===== src/rtl/spi_cfg_responder_if.sv =====
// Bundles the SPI pins and the parallel configuration outputs of
// spi_cfg_responder. The master modport is the initiator/system side.
// The slave modport is the responder block.
interface spi_cfg_responder_if #(
    parameter int FRAME_BITS = 64
);
    logic                  spi_sel;
    logic                  cs_b;
    logic                  sclk;
    logic                  mosi;
    logic                  miso;
    logic [FRAME_BITS-1:0] cfg_reg;
    logic                  cfg_valid;
    logic                  frame_err;
    logic                  busy;

    modport master (
        output spi_sel, cs_b, sclk, mosi,
        input  miso, cfg_reg, cfg_valid, frame_err, busy
    );

    modport slave (
        input  spi_sel, cs_b, sclk, mosi,
        output miso, cfg_reg, cfg_valid, frame_err, busy
    );
endinterface


===== src/rtl/spi_cfg_responder.sv =====
// spi_cfg_responder: SPI mode-0 target that runs fully on clk.
// - The SPI pins are oversampled through SYNC_STAGES flops and edge-detected.
// - FRAME_BITS-bit frames are shifted in MSB first.
// - A frame with exactly FRAME_BITS sclk rises is committed to cfg_reg.
//   Any other frame length pulses frame_err instead.
// Optional macro SPI_READBACK_EN:
// - When defined, miso shifts out the cfg_reg value captured at frame start.
// - When undefined, there is no transmit shifter and miso is tied to 0.
module spi_cfg_responder #(
    parameter int FRAME_BITS  = 64,
    parameter int SYNC_STAGES = 2
) (
    input  logic                    clk,
    input  logic                    rst,
    spi_cfg_responder_if.slave      bus
);
    localparam int CNT_W = $clog2(FRAME_BITS + 2);

    typedef enum logic [1:0] {
        ST_IDLE,
        ST_SHIFT,
        ST_COMMIT
    } state_t;

    // Synchronizer chains. Bit 0 of each *_chain is the raw pin.
    logic [SYNC_STAGES-1:0] r_cs_sync;
    logic [SYNC_STAGES-1:0] r_sclk_sync;
    logic [SYNC_STAGES-1:0] r_mosi_sync;
    logic [SYNC_STAGES:0]   w_cs_chain;
    logic [SYNC_STAGES:0]   w_sclk_chain;
    logic [SYNC_STAGES:0]   w_mosi_chain;
    logic                   r_cs_hist;
    logic                   r_sclk_hist;

    // The cs_b synchronizer resets high. If the pin is still low when reset
    // is released, it would look like a fresh fall. r_flush marks when the
    // chain holds real pin samples. r_armed then waits until cs_b has been
    // seen high before any fall is accepted.
    logic [SYNC_STAGES-1:0] r_flush;
    logic [SYNC_STAGES:0]   w_flush_chain;
    logic                   r_armed;

    logic w_cs_s, w_sclk_s, w_mosi_s;
    logic w_cs_fall, w_cs_rise, w_sclk_rise, w_sclk_fall;

    state_t                r_state, w_state_next;
    logic [CNT_W-1:0]      r_bit_cnt, w_bit_cnt_next;
    logic [FRAME_BITS-1:0] r_rx_sh, w_rx_sh_next;
    logic [FRAME_BITS-1:0] r_cfg_reg, w_cfg_reg_next;
    logic                  r_cfg_valid, w_cfg_valid_next;
    logic                  r_frame_err, w_frame_err_next;
    logic                  r_pend, w_pend_next;
`ifdef SPI_READBACK_EN
    logic [FRAME_BITS-1:0] r_tx_sh, w_tx_sh_next;
`endif

    assign w_cs_chain    = {r_cs_sync, bus.cs_b};
    assign w_sclk_chain  = {r_sclk_sync, bus.sclk};
    assign w_mosi_chain  = {r_mosi_sync, bus.mosi};
    assign w_flush_chain = {r_flush, 1'b1};

    assign w_cs_s   = r_cs_sync[SYNC_STAGES-1];
    assign w_sclk_s = r_sclk_sync[SYNC_STAGES-1];
    assign w_mosi_s = r_mosi_sync[SYNC_STAGES-1];

    assign w_cs_fall   = r_armed & r_cs_hist & ~w_cs_s;
    assign w_cs_rise   = ~r_cs_hist & w_cs_s;
    assign w_sclk_rise = w_sclk_s & ~r_sclk_hist;
    assign w_sclk_fall = ~w_sclk_s & r_sclk_hist;

    // Input synchronizers, edge-history flops and the post-reset cs_b arming.
    always_ff @(posedge clk) begin
        if (rst) begin
            r_cs_sync   <= '1;
            r_sclk_sync <= '0;
            r_mosi_sync <= '0;
            r_cs_hist   <= 1'b1;
            r_sclk_hist <= 1'b0;
            r_flush     <= '0;
            r_armed     <= 1'b0;
        end else begin
            r_cs_sync   <= w_cs_chain[SYNC_STAGES-1:0];
            r_sclk_sync <= w_sclk_chain[SYNC_STAGES-1:0];
            r_mosi_sync <= w_mosi_chain[SYNC_STAGES-1:0];
            r_cs_hist   <= w_cs_s;
            r_sclk_hist <= w_sclk_s;
            r_flush     <= w_flush_chain[SYNC_STAGES-1:0];
            r_armed     <= r_armed | (r_flush[SYNC_STAGES-1] & w_cs_s);
        end
    end

    // FSM state and datapath registers.
    always_ff @(posedge clk) begin
        if (rst) begin
            r_state     <= ST_IDLE;
            r_bit_cnt   <= '0;
            r_rx_sh     <= '0;
            r_cfg_reg   <= '0;
            r_cfg_valid <= 1'b0;
            r_frame_err <= 1'b0;
            r_pend      <= 1'b0;
`ifdef SPI_READBACK_EN
            r_tx_sh     <= '0;
`endif
        end else begin
            r_state     <= w_state_next;
            r_bit_cnt   <= w_bit_cnt_next;
            r_rx_sh     <= w_rx_sh_next;
            r_cfg_reg   <= w_cfg_reg_next;
            r_cfg_valid <= w_cfg_valid_next;
            r_frame_err <= w_frame_err_next;
            r_pend      <= w_pend_next;
`ifdef SPI_READBACK_EN
            r_tx_sh     <= w_tx_sh_next;
`endif
        end
    end

    // Next-state and datapath logic. The commit/error pulses default low.
    always_comb begin
        w_state_next     = r_state;
        w_bit_cnt_next   = r_bit_cnt;
        w_rx_sh_next     = r_rx_sh;
        w_cfg_reg_next   = r_cfg_reg;
        w_cfg_valid_next = 1'b0;
        w_frame_err_next = 1'b0;
        w_pend_next      = r_pend;
`ifdef SPI_READBACK_EN
        w_tx_sh_next     = r_tx_sh;
`endif
        case (r_state)
            ST_IDLE: begin
                // r_pend covers a frame start seen during the COMMIT cycle.
                if (r_pend || (w_cs_fall && bus.spi_sel)) begin
                    w_state_next   = ST_SHIFT;
                    w_bit_cnt_next = '0;
                    w_rx_sh_next   = '0;
                    w_pend_next    = 1'b0;
`ifdef SPI_READBACK_EN
                    w_tx_sh_next   = r_cfg_reg;
`endif
                end
            end
            ST_SHIFT: begin
                // The end of the frame has priority over an sclk edge
                // detected in the same cycle.
                if (w_cs_rise) begin
                    w_state_next = ST_COMMIT;
                end else begin
                    if (w_sclk_rise) begin
                        w_rx_sh_next = {r_rx_sh[FRAME_BITS-2:0], w_mosi_s};
                        if (r_bit_cnt != CNT_W'(FRAME_BITS + 1)) begin
                            w_bit_cnt_next = r_bit_cnt + 1'b1;
                        end
                    end
`ifdef SPI_READBACK_EN
                    if (w_sclk_fall) begin
                        w_tx_sh_next = {r_tx_sh[FRAME_BITS-2:0], 1'b0};
                    end
`endif
                end
            end
            ST_COMMIT: begin
                w_state_next = ST_IDLE;
                if (r_bit_cnt == CNT_W'(FRAME_BITS)) begin
                    w_cfg_reg_next   = r_rx_sh;
                    w_cfg_valid_next = 1'b1;
                end else begin
                    w_frame_err_next = 1'b1;
                end
                if (w_cs_fall && bus.spi_sel) begin
                    w_pend_next = 1'b1;
                end
            end
            default: begin
                w_state_next = ST_IDLE;
            end
        endcase
    end

`ifdef SPI_READBACK_EN
    assign bus.miso = (r_state == ST_SHIFT) ? r_tx_sh[FRAME_BITS-1] : 1'b0;
`else
    // Without the readback shifter, sclk falls have no effect on state.
    logic w_unused_sclk_fall;
    assign w_unused_sclk_fall = w_sclk_fall;
    assign bus.miso = 1'b0;
`endif

    assign bus.cfg_reg   = r_cfg_reg;
    assign bus.cfg_valid = r_cfg_valid;
    assign bus.frame_err = r_frame_err;
    assign bus.busy      = (r_state == ST_SHIFT);

endmodule


===== src/flat_wrapper.sv =====
// flat-port wrapper written by rule: the top's interface ports become plain ports
module spi_cfg_responder_flat 
#(
    parameter int FRAME_BITS  = 64,
    parameter int SYNC_STAGES = 2
)
  (clk, rst, bus_spi_sel, bus_cs_b, bus_sclk, bus_mosi, bus_miso, bus_cfg_reg, bus_cfg_valid, bus_frame_err, bus_busy);
  spi_cfg_responder_if #(.FRAME_BITS(FRAME_BITS)) bus_i ();
  input  logic clk;
  input  logic rst;
  input wire logic [$bits(bus_i.spi_sel)-1:0] bus_spi_sel;
  input wire logic [$bits(bus_i.cs_b)-1:0] bus_cs_b;
  input wire logic [$bits(bus_i.sclk)-1:0] bus_sclk;
  input wire logic [$bits(bus_i.mosi)-1:0] bus_mosi;
  output wire logic [$bits(bus_i.miso)-1:0] bus_miso;
  output wire logic [$bits(bus_i.cfg_reg)-1:0] bus_cfg_reg;
  output wire logic [$bits(bus_i.cfg_valid)-1:0] bus_cfg_valid;
  output wire logic [$bits(bus_i.frame_err)-1:0] bus_frame_err;
  output wire logic [$bits(bus_i.busy)-1:0] bus_busy;
  assign bus_i.spi_sel = bus_spi_sel;
  assign bus_i.cs_b = bus_cs_b;
  assign bus_i.sclk = bus_sclk;
  assign bus_i.mosi = bus_mosi;
  assign bus_miso = bus_i.miso;
  assign bus_cfg_reg = bus_i.cfg_reg;
  assign bus_cfg_valid = bus_i.cfg_valid;
  assign bus_frame_err = bus_i.frame_err;
  assign bus_busy = bus_i.busy;
  spi_cfg_responder #(.FRAME_BITS(FRAME_BITS), .SYNC_STAGES(SYNC_STAGES)) u_core (.clk(clk), .rst(rst), .bus(bus_i));
endmodule

===== config.mk =====
export PLATFORM = sky130hd
export DESIGN_NAME = spi_cfg_responder_flat
export DESIGN_NICKNAME = d
export VERILOG_FILES = /design/src/rtl/spi_cfg_responder_if.sv /design/src/rtl/spi_cfg_responder.sv /design/src/flat_wrapper.sv
export SDC_FILE = /design/constraint.sdc
export NUM_CORES = 1
export LEC_CHECK = 0
export BUFFER_PORTS_ARGS = -buffer_cell sky130_fd_sc_hd__buf_2
export CORE_MARGIN = 4
export CORE_UTILIZATION = 35
export CTS_CLUSTER_SIZE = 14
export DETAILED_ROUTE_END_ITERATION = 12
export GPL_TIMING_DRIVEN = 0
export SLEW_MARGIN = 30
export SYNTH_ARGS = -nofsm -noshare
export SYNTH_HDL_FRONTEND = slang
export SYNTH_SLANG_ARGS = --single-unit

===== constraint.sdc =====
create_clock -name clk -period 1.9 [get_ports clk]
set_input_delay 0.38 -clock clk [delete_from_list [all_inputs] [get_ports clk]]
set_output_delay 0.38 -clock clk [all_outputs]
set_load 0.1 [all_outputs]

* Word-level counts from Yosys, hierarchy flattened
Cells that the tools add are included.
Operators by class: add/subtract/negate cells 1, multiply operators 0, div/mod/pow operators 0, order comparisons 0, equal/unequal tests 10, shift-type cells 0, multiplexer cells 18, bitwise operators 10, reduce and logical (&&, ||, !) cells 11
Operators by type and width (count):
- $mux 64 | 3
- $pmux 64 s2 | 1
- $mux 7 | 4
- $pmux 7 s2 | 1
- $ne 2x1->1 const B | 5
- $add 7x1->7 const B | 1
- $eq 7x7->1 const B | 1
- $ne 7x7->1 const B | 1
- $and 1x1->1 | 5
- $mux 1 | 5
- $reduce_and 5->1 | 1
- $mux 2 | 2
- $not 1->1 | 4
- $pmux 2 s2 | 1
- $reduce_and 2->1 | 2
- $reduce_and 4->1 | 1
- $reduce_bool 2->1 | 2
- $reduce_and 3->1 | 1
- $eq 2x1->1 const B | 1
- $eq 2x2->1 const B | 1
- $logic_not 2->1 | 1
- $ne 2x2->1 const B | 1
- $pmux 1 s2 | 1
- $reduce_or 2->1 | 1
- 3 further kinds | 3
Storage, ports and cells: flip-flop bits (word level) 151, latch bits 0, RAM bits 0, ROM bits 0, input bits 6, output and inout port bits 68, word-level logic and storage cells 65, memories kept 0

* Depth between registers and ports, before layout
Gate-level depths: netlist (run 1).
depth in word-level cells 6, mapped depth 8, depth with buffers taken out 6

* Worst setup path after synthesis (run 1)
No wires, ideal clock.
kind flip-flop to flip-flop, start point register u_core.r_state[1], end point register u_core.r_rx_sh[10], setup time 129 ps, arrival 2184 ps, data required time 1771 ps, path slack -412 ps, cell stages (with the launch flop) 6, buffers on the path 1, period minus slack after synthesis 2312 ps, cells stage by stage dfxtp_1 > and2b_1 > nand4b_2 > nand3_1 > clkbuf_1 > a2bb2oi_1
Between the ends: cells in the longest elaborated chain, start to end 3, elaborated cells between the ends (all ways) 8, those cells by class eq/ne (4); mux (1); reduce/logical (3)
Ends and longest elaborated chain:
- start: declaration | RTL line spi_cfg_responder.sv:46 | state_t r_state, w_state_next;
- start signal: assignment | RTL line spi_cfg_responder.sv:106 | r_state <= w_state_next;
- $eq 2x1->1 *
- named net bus_busy | RTL line flat_wrapper.sv:19 | output wire logic [$bits(bus_i.busy)-1:0] bus_busy;
- $ne 2x2->1 (no source line), or another cell as far along
- $reduce_and 4->1 (no source line)
- end signal: assignment | RTL line spi_cfg_responder.sv:108 | r_rx_sh <= w_rx_sh_next;
- end: declaration | RTL line spi_cfg_responder.sv:48 | logic [FRAME_BITS-1:0] r_rx_sh, w_rx_sh_next;
Mark *: on every way through the listed nets, which the timed path passes. The rest lies on a longest branch. A chain may end at the register's enable or synchronous reset.

* Worst setup path after layout (run 1)
start point register u_core.r_bit_cnt[0], end point register u_core.r_cfg_reg[18] (netlist: u_core.bus.cfg_reg[18])
Between the ends: cells in the longest elaborated chain, start to end 2
Ends and longest elaborated chain:
- start: declaration | RTL line spi_cfg_responder.sv:47 | logic [CNT_W-1:0] r_bit_cnt, w_bit_cnt_next;
- start signal: assignment | RTL line spi_cfg_responder.sv:107 | r_bit_cnt <= w_bit_cnt_next;
- $eq 7x7->1 | RTL line spi_cfg_responder.sv:165 | if (r_bit_cnt == CNT_W'(FRAME_BITS)) begin
- $reduce_and 2->1 (no source line)
- end signal: assignment | RTL line spi_cfg_responder.sv:109 | r_cfg_reg <= w_cfg_reg_next;
- end: declaration | RTL line spi_cfg_responder.sv:49 | logic [FRAME_BITS-1:0] r_cfg_reg, w_cfg_reg_next;
No other way between the ends.

==> impl_metrics.toml, run 1 <==
[routing]
drc_errors = 0
wl_per_cell_um = 14.0
drt_iter0_drc = 244
vias_per_cell = 4.90
firstDrtPassIters = 4
vias = 4315
ant_nets = 0
wl_mm = 12.3

[synth]
yosys_warnings = 0
yosys-top-cells-area = "dfxtp_1 56%, nand2_1 14%, a2bb2oi_1 10%"
synth_seq_area_share_pct = 56.3
synth_seq_cells = 151
synth_area_leader_cell = "dfxtp_1"
avgSynthCellArea_um2 = 9.14
syn_area_um2 = 5370
syn_inst = 588
synth.net_count = 597
synth_top_area_share_pct = 56.3
synth_cell_types = 39

[place]
place_area_um2 = 5970
gp_congestion = 0.863
placed_cells = 848
dp_hpwl_mm = 8.36
port_buffers = 72

[global_route]
grt_pass1_wl_mm = 20.3
antenna_found_initial = 0
gr-usage-all-layers_pct = 14.3
grt_overflow = 0
grt_max_degree = 17
first_global_vias = 4261

[power_and_ir_drop]
power_per_cell_area_nw_per_um2 = 1070
p_leak_uw = 0.00259
peakVddDrop_mv = 0.611
totalPowerFinal_uw = 7270

[critical_path]
endpoint_kind = "flip-flop"
ff2ff_path_depth = 8
rrSetupSlack_ns = 0.09
endpoint = "u_core.bus.cfg_reg[18]"
crit_arrival_ns = 2.07
worstSetupStartpointType = "flip-flop"
crit_required_ns = 2.17
crit-reg2reg-launch = "u_core.r_bit_cnt[0]"
critPathLaunch = "u_core.r_bit_cnt[0]"
path_max_fanout = 10
timing.rr.end = "u_core.bus.cfg_reg[18]"
critPathKind = "reg -> reg"

[floorplanning]
core_um2 = 15100
num_io_pins = 74
start_util_pct = 35.5
die_x_um = 132
rows = 45
die_y_um = 132
die-area_um2 = 17400

[timing]
hold_violations = 0
final.period_utilization_pct = 95.0
fin_worst_skew_ns = 0.0204
setup_viol = 0
tightest_slew_ns = 0.606
timing.final.max_slew_violations = 0
rsz0062_at_grt = "no"
fmax_mhz = 554
slew_headroom_pct = 59.6
fin_crit_ns = 1.81

[job]
cap_violations = 0

[layout]
antenna_cells = 0
area_growth_pct = 26.1
nFillCells = 1429
drive_gt1_share_pct = 21.8
fin_area_um2 = 6770
final_nets = 689
instances_no_fill = 881

[clocking]
worstSkewPairLatency_ns = 0.42
clock_sinks = 151
h-tree-depth = 4
cts_hold_buf = 0
clockBufferDepth = 2
cts_tree = "yes"
cts_buffers = 17
clockRootBuffer = "clkbuf_16"
clk_pin_slew_worst_paths_ns = 0.06

[run_status]
status = "complete, no violations"

[hold_path]
hold_path_class = "in -> reg"
hold_depth = 2
cell usage in the layout (no fill, tap or decap), types with 3 or more instances in the layout:
cell	instances
ha_1	3
clkbuf_16	17
nand2_1	197
nand3_1	3
nor2b_1	7
buf_6	12
clkbuf_2	13
a221o_1	3
inv_1	3
nand2b_1	3
buf_2	74
dfxtp_1	148
nor2_1	7
a2bb2oi_1	64
clkbuf_1	12
dfxtp_2	3
clkinvlp_4	3
a21oi_1	65
buf_4	3
nor3_1	4
bufinv_16	7
metal layers:
metal / up-vias / share of wire [%] / track usage, %
met3: 10 / 4.1 / 5.23
met1: 2024 / 47 / 18.1
met5: - / 0 / 0
met4: 0 / 0.89 / 5.43
li1: 2185 / - / -
met2: 96 / 48 / 22.5
cells by family after synthesis:
group           Yosys count  synth area share, %
compound gates          143                 18.6
fa+ha+maj                 3                0.699
buf+inv                  48                 5.22
flops                   151                 56.3
mux                       2                0.396
other cells               1               0.0698
simple gates            240                 18.8
worst min path at each step:
| stage | from | to |
|---|---|---|
| after CTS | bus_cs_b | u_core.r_cs_sync[0] |
| final | bus_cs_b | u_core.r_cs_sync[0] |
| after global placement | u_core.r_cs_sync[0] | u_core.r_cs_sync[1] |
| after detailed placement | u_core.r_cs_sync[0] | u_core.r_cs_sync[1] |
| after global routing | bus_cs_b | u_core.r_cs_sync[0] |
| after floorplan | u_core.r_cs_sync[0] | u_core.r_cs_sync[1] |
final cells by class:
type                            instances  area (um^2)  share of cell area, %
Sequential cell                       151         3030                   44.7
Clock inverter                         12          246                   3.64
Tap cell                              188          235                   3.47
Timing Repair Buffer                   74          390                   5.76
Inverter                                5         18.8                  0.277
Clock buffer                           20          447                   6.59
Buffer                                 42          283                   4.17
Multi-Input combinational cell        389         2130                   31.4
metrics by stage:
stage | TNS [ns] | worst slack [ns] | utilization, % | hold slack (ns)
6_report | 0 | 0.0949 | 44.7 | 0.145
5_1_grt | 0 | 0.0160 | 44.7 | 0.139
4_1_cts | -0.000645 | -0.000645 | 44.4 | 0.124
3_5_place_dp | -23.28 | -0.327 | 39.4 | 0.418
3_3_place_gp | -19.90 | -0.280 | 39.4 | 0.410
2_1_floorplan | 0 | 0.0643 | - | 0.389
cell usage after synthesis:
cell type  count
nand2_1      198
dfxtp_1      151
a21oi_1       65
a2bb2oi_1     64
clkbuf_1      20
buf_6         12
buf_1          7
nor2_1         7
nor2b_1        7
inv_1          5
nand3_1        4
nor3_1         4
a221o_1        3
ha_1           3
nand2b_1       3
or3_1          3
a21o_1         2
and3_1         2
buf_2          2
buf_4          2
nand3b_1       2
nor4_1         2
o21ai_1        2
o41ai_1        2
or2_2          2
a2111oi_0      1
a211oi_1       1
and2b_1        1
and4b_1        1
conb_1         1
mux2_2         1
mux2i_1        1
nand4b_2       1
nand4bb_1      1
nor3_4         1
nor3b_1        1
o211a_1        1
o211ai_1       1
o21ai_0        1
where the power goes:
| group | switching (uW) | internal, uW |
|---|---|---|
| combinational | 89.9 | 43.2 |
| sequential | 18.8 | 3200 |
| clock | 1290 | 2630 |
timing repair:
item,in CTS,in global routing
setup endpoints to repair,121,120
buffers inserted,2,0
resized for setup,12,28
pin swaps,1,1
worst max-delay path, stage by stage (launching register included):
cell      delay (ns)
dfxtp_2         0.34
inv_2           0.06
ha_1            0.14
nand3b_1        0.19
or3_4           0.45
buf_8           0.16
buf_6           0.14
nand2_1         0.07
a21oi_1         0.08
Note: power is estimated with default switching activity, not from simulation.
==> run 2, diff against run 1 <==
REMOVE_ABC_BUFFERS = 1   (was unset)
==> impl_metrics.toml, run 2 (synthesized netlist as in run 1, its figures left out) <==
[critical_path]
path_buf_inv = 1
crit_required_ns = 1.52
endpoint_kind = "output pin"
cp_top_family = "flip-flops"
worstSetupStartpointType = "flip-flop"
crit_arrival_ns = 1.47
path_max_fanout = 6
cpPeakStageDelay_ns = 0.39
critPathSlowestCell = "dfxtp_1"
crit_chain = "and2b_1 -> buf_4"
critPathKind = "reg -> out"

[power_and_ir_drop]
p_int_uw = 5290
p_sw_share_pct = 20.9
p_leak_uw = 0.00253
clkPwrFrac_pct = 50.0
power_frac_seq_pct = 48.1
combPwrFrac_pct = 1.9
power_per_cell_area_nw_per_um2 = 1000
power.switching_uw = 1390
peakVddDrop_mv = 0.533

[global_route]
grt_pass1_wl_mm = 19.3
grt_overflow = 0
grt_max_degree = 84
antenna_found_initial = 0
gr-usage-all-layers_pct = 13.5
first_global_vias = 4095

[layout]
final_cell_mix = "197 x nand2_1, 151 x dfxtp_1, 70 x buf_2"
instances_no_fill = 866
final_nets = 674
area_growth_pct = 24.1
layout_commonest_cell = "nand2_1"
drive_gt1_share_pct = 21.1
antenna_cells = 0

[place]
dp_hpwl_mm = 7.18
gp_congestion = 0.724
placed_cells = 817
pre_cts_slack_ns = -0.415
port_buffers = 72

[timing]
timing.final.max_slew_violations = 0
fin_worst_skew_ns = 0.00807
hold_slack_ns = 0.139
hold_violations = 0
slew_headroom_pct = 59.2
fin_crit_ns = 1.85
fmax_mhz = 541
setup_viol = 0
final.period_utilization_pct = 97.3
tightest_slew_ns = 0.612
setup_ws_ns = 0.0512
rsz0062_at_grt = "no"

[routing]
ant_nets = 0
wl_per_cell_um = 14.0
vias_per_cell = 4.88
drt_iter0_drc = 174
drc_errors = 0
vias = 4228
wl_mm = 12.1
firstDrtPassIters = 4

[floorplanning]
core_um2 = 15100
die_x_um = 132
start_util_pct = 35.5
rows = 45
num_io_pins = 74
die-area_um2 = 17400
die_y_um = 132

[run_status]
status = "complete, no violations"

[clocking]
h-tree-depth = 4
clockRootBuffer = "clkbuf_16"
clock_sinks = 151
cts_buffers = 17
worstSkewPairLatency_ns = 0.42
clockBufferDepth = 2
cts_tree = "yes"
clk_pin_slew_worst_paths_ns = 0.06

[job]
cap_violations = 0

[hold_path]
hold_path_class = "in -> reg"
## run 2: cell types whose count changed in the layout (fill, tap and decap cells not counted), moves of 4 or more
| cell | change |
|---|---|
| buf_2 | -4 |
| buf_6 | -7 |
| clkbuf_1 | -10 |
| clkbuf_2 | -13 |
| bufinv_16 | -4 |
| buf_4 | +16 |
## run 2: cell type report
type / instances / area [um^2]
clock buffers: 19 / 433
clock inverters: 13 / 156
flip-flops and latches: 151 / 3020
fillers: 1508 / 8470
well taps: 188 / 235
multi-input cells: 392 / 2180
inverters: 5 / 18.8
repair buffers: 98 / 629
## run 2: layer usage
layer / wire length (um) / GRT usage [%] / vias up
li1: - / - / 2157
met4: 120 / 5.48 / 0
met2: 5780 / 22.8 / 82
met5: 0 / 0 / -
met3: 544 / 4.89 / 12
met1: 5680 / 15.7 / 1977
## run 2: power groups by stage
stage	Combinational, uW	Sequential (uW)	Clock, uW
2_1_floorplan	65.9	3280	0
3_3_place_gp	111	3280	0
3_5_place_dp	122	3280	0
4_1_cts	122	3210	3440
5_1_grt	142	3220	3560
6_report	129	3210	3340
## run 2: path summary, 6_finish.rpt
| path | from | to | slack (ns) | depth (start not counted) |
|---|---|---|---|---|
| max | u_core.r_state[1] | bus_busy | 0.05 | 2 |
| min | bus_cs_b | u_core.r_cs_sync[0] | 0.14 | 2 |
| max reg2reg | u_core.r_state[1] | u_core.r_bit_cnt[4] | 0.08 | 4 |
| min reg2reg | u_core.r_cs_sync[0] | u_core.r_cs_sync[1] | 0.41 | 1 |
## run 2: stage by stage
stage | power [uW] | setup TNS [ns] | area [um^2] | utilization [%]
3_3_place_gp | 3390 | -456.76 | 5710 | 37.7
4_1_cts | 6770 | -0.0227 | 6540 | 43.2
2_1_floorplan | 3340 | -201.60 | 5110 | -
6_report | 6690 | 0 | 6670 | 44.0
3_5_place_dp | 3400 | -25.93 | 5880 | 38.8
5_1_grt | 6920 | 0 | 6670 | 44.0
## run 2: worst register-to-register path: stages (launching register included)
cell	delay [ns]
dfxtp_1	0.39
and2b_1	0.33
nand4b_4	0.26
o211a_1	0.37
a221o_1	0.36
## run 2: repair_timing
action,CTS,global route
buffers inserted,5,9
gates resized for setup,4,6
endpoints found under the setup margin,129,122
hold buffers,0,0
gates cloned,1,2
hold endpoints to repair,0,0
pin swaps,2,4
==> run 3, diff against run 2 <==
CORE_UTILIZATION = 40   (was 35)
SETUP_SLACK_MARGIN = 0.3   (was unset)
==> impl_metrics.toml, run 3 (synthesized netlist as in run 1, its figures left out) <==
[run_status]
status = "complete, no violations"

[global_route]
grt_max_degree = 84
grt_pass1_wl_mm = 21.6
use_met1_pct = 23.2
gr-usage-all-layers_pct = 18.3
grt_overflow = 0
use_met3_pct = 4.68
first_global_vias = 4199
grtUsageMet2_pct = 30.1
top_usage_layer = "met2"
antenna_found_initial = 0

[routing]
vias_per_cell = 5.19
wl_per_cell_um = 17.0
vias = 4716
drc_errors = 0
firstDrtPassIters = 7
wl_mm = 15.5
drt_iter0_drc = 265
ant_nets = 0

[timing]
slew_headroom_pct = 62.9
fin_crit_ns = 1.76
tightest_slew_ns = 0.556
setup_ws_ns = 0.144
final.period_utilization_pct = 92.4
fmax_mhz = 569
setup_viol = 0
hold_violations = 0
fin_worst_skew_ns = 0.00761
timing.final.max_slew_violations = 0
rsz0062_at_grt = "yes"

[power_and_ir_drop]
p_leak_uw = 0.00307
p_int_uw = 5250
power_frac_seq_pct = 48.4
peakVddDrop_mv = 0.541
power_per_cell_area_nw_per_um2 = 834
combPwrFrac_pct = 3.2
clkPwrFrac_pct = 48.4
totalPowerFinal_uw = 6650
power.switching_uw = 1400
p_sw_share_pct = 21.1

[clocking]
cts_buffers = 17
clock_sinks = 151
clockBufferDepth = 2
clk_pin_slew_worst_paths_ns = 0.06
cts_tree = "yes"
h-tree-depth = 4
clockRootBuffer = "clkbuf_16"
worstSkewPairLatency_ns = 0.42

[place]
gp_congestion = 0.770
dp_hpwl_mm = 7.02
port_buffers = 72
pre_cts_slack_ns = -0.324
placed_cells = 806

[floorplanning]
rows = 42
die_x_um = 124
core_um2 = 13200
num_io_pins = 74
die_y_um = 124
start_util_pct = 40.7
die-area_um2 = 15400

[critical_path]
timing.rr.end = "u_core.bus.cfg_reg[26]"
rrSetupSlack_ns = 0.14
endpoint_kind = "flip-flop"
worstSetupStartpointType = "flip-flop"
critPathKind = "reg -> reg"
path_max_fanout = 8
crit-reg2reg-launch = "u_core.r_bit_cnt[4]"
ff2ff_path_depth = 9
crit_required_ns = 2.25
crit_arrival_ns = 2.11

[layout]
instances_no_fill = 908
drive_gt1_share_pct = 38.1
nFillCells = 1112
final_cell_mix = "162 x nand2_1, 143 x dfxtp_1, 59 x a21oi_1"
final_nets = 729
area_growth_pct = 48.4
layout_commonest_cell = "nand2_1"
antenna_cells = 0

[hold_path]
hold_path_class = "in -> reg"
hold_depth = 2
hold_path_end = "u_core.r_cs_sync[0]"
worstHoldStart = "bus_cs_b"

[job]
cap_violations = 0
[run 3: cell types whose count changed in the layout (fill, tap and decap cells not counted), moves of 8 or more]
cell,previous run,this run
buf_2,70,45
a2bb2oi_1,64,40
buf_12,4,12
nand2_2,0,26
buf_6,5,17
nand2_1,197,162
clkbuf_16,17,27
nand2_4,1,10
a2bb2oi_2,0,24
buf_4,19,37
clkbuf_4,0,20
dfxtp_1,151,143
[run 3: how the worst max path moves through the flow]
stage | to | cells after the start | slack [ns] | startpoint
global route | u_core.bus.cfg_reg[40] | 9 | 0.07 | u_core.r_bit_cnt[4]
finish | u_core.bus.cfg_reg[26] | 9 | 0.14 | u_core.r_bit_cnt[4]
global placement | u_core.r_bit_cnt[4] | 4 | -5.72 | rst
detailed placement | u_core.r_rx_sh[17] | 5 | -0.32 | rst
CTS | u_core.bus.cfg_reg[17] | 9 | 0.21 | u_core.r_bit_cnt[5]
floorplan | u_core.r_bit_cnt[3] | 3 | -2.73 | u_core.r_state[0]
[run 3: worst max-delay path, cell delays in order (launching register included)]
cell and delay, ns:
dfxtp_2 0.32, or3_4 0.40, buf_6 0.13, nor3_4 0.18
buf_6 0.14, buf_12 0.11, buf_6 0.09, buf_12 0.11
nand2_2 0.06, a21oi_2 0.12
[run 3: what timing repair did]
action | 4_1_cts | 5_1_grt
setup endpoints to repair | 140 | 155
pin swaps | 44 | 45
cloned | 8 | 13
buffers inserted | 40 | 10
gates resized for setup | 49 | 117
hold buffers | 0 | 0
endpoints found under the hold margin | 0 | 0
[run 3: area by class of cell]
cell class / instances / area (um^2) / share of cell area (%)
clock buffer: 23 / 498 / 6.25
timing repair buffer: 150 / 1540 / 19.4
multi-input combinational: 395 / 2580 / 32.4
sequential: 151 / 3040 / 38.1
tap: 176 / 220 / 2.76
inverter: 5 / 21.3 / 0.267
clock inverter: 8 / 71.3 / 0.894
[run 3: power groups by stage]
stage / clock (uW) / sequential (uW) / combinational, uW
after CTS: 3270 / 3210 / 155
after floorplan: 0 / 3280 / 65.9
after global routing: 3400 / 3220 / 226
after detailed placement: 0 / 3280 / 123
after global placement: 0 / 3280 / 111
final: 3220 / 3220 / 215
[run 3: routing by layer]
metal	part of all wire (%)	vias to the layer above
li1	-	2289
met1	45	2303
met2	50	107
met3	4.0	17
met4	1.5	0
met5	0	-
[run 3: per-stage QoR]
stage / cell area, um^2 / hold slack [ns] / TNS (ns) / utilization [%]
2_1_floorplan: 5110 / 0.389 / -201.60 / -
5_1_grt: 7970 / 0.128 / 0 / 60.5
3_3_place_gp: 5690 / 0.393 / -456.47 / 43.2
3_5_place_dp: 5900 / 0.395 / -20.20 / 44.7
4_1_cts: 7150 / 0.121 / 0 / 54.2
6_report: 7970 / 0.140 / 0 / 60.5
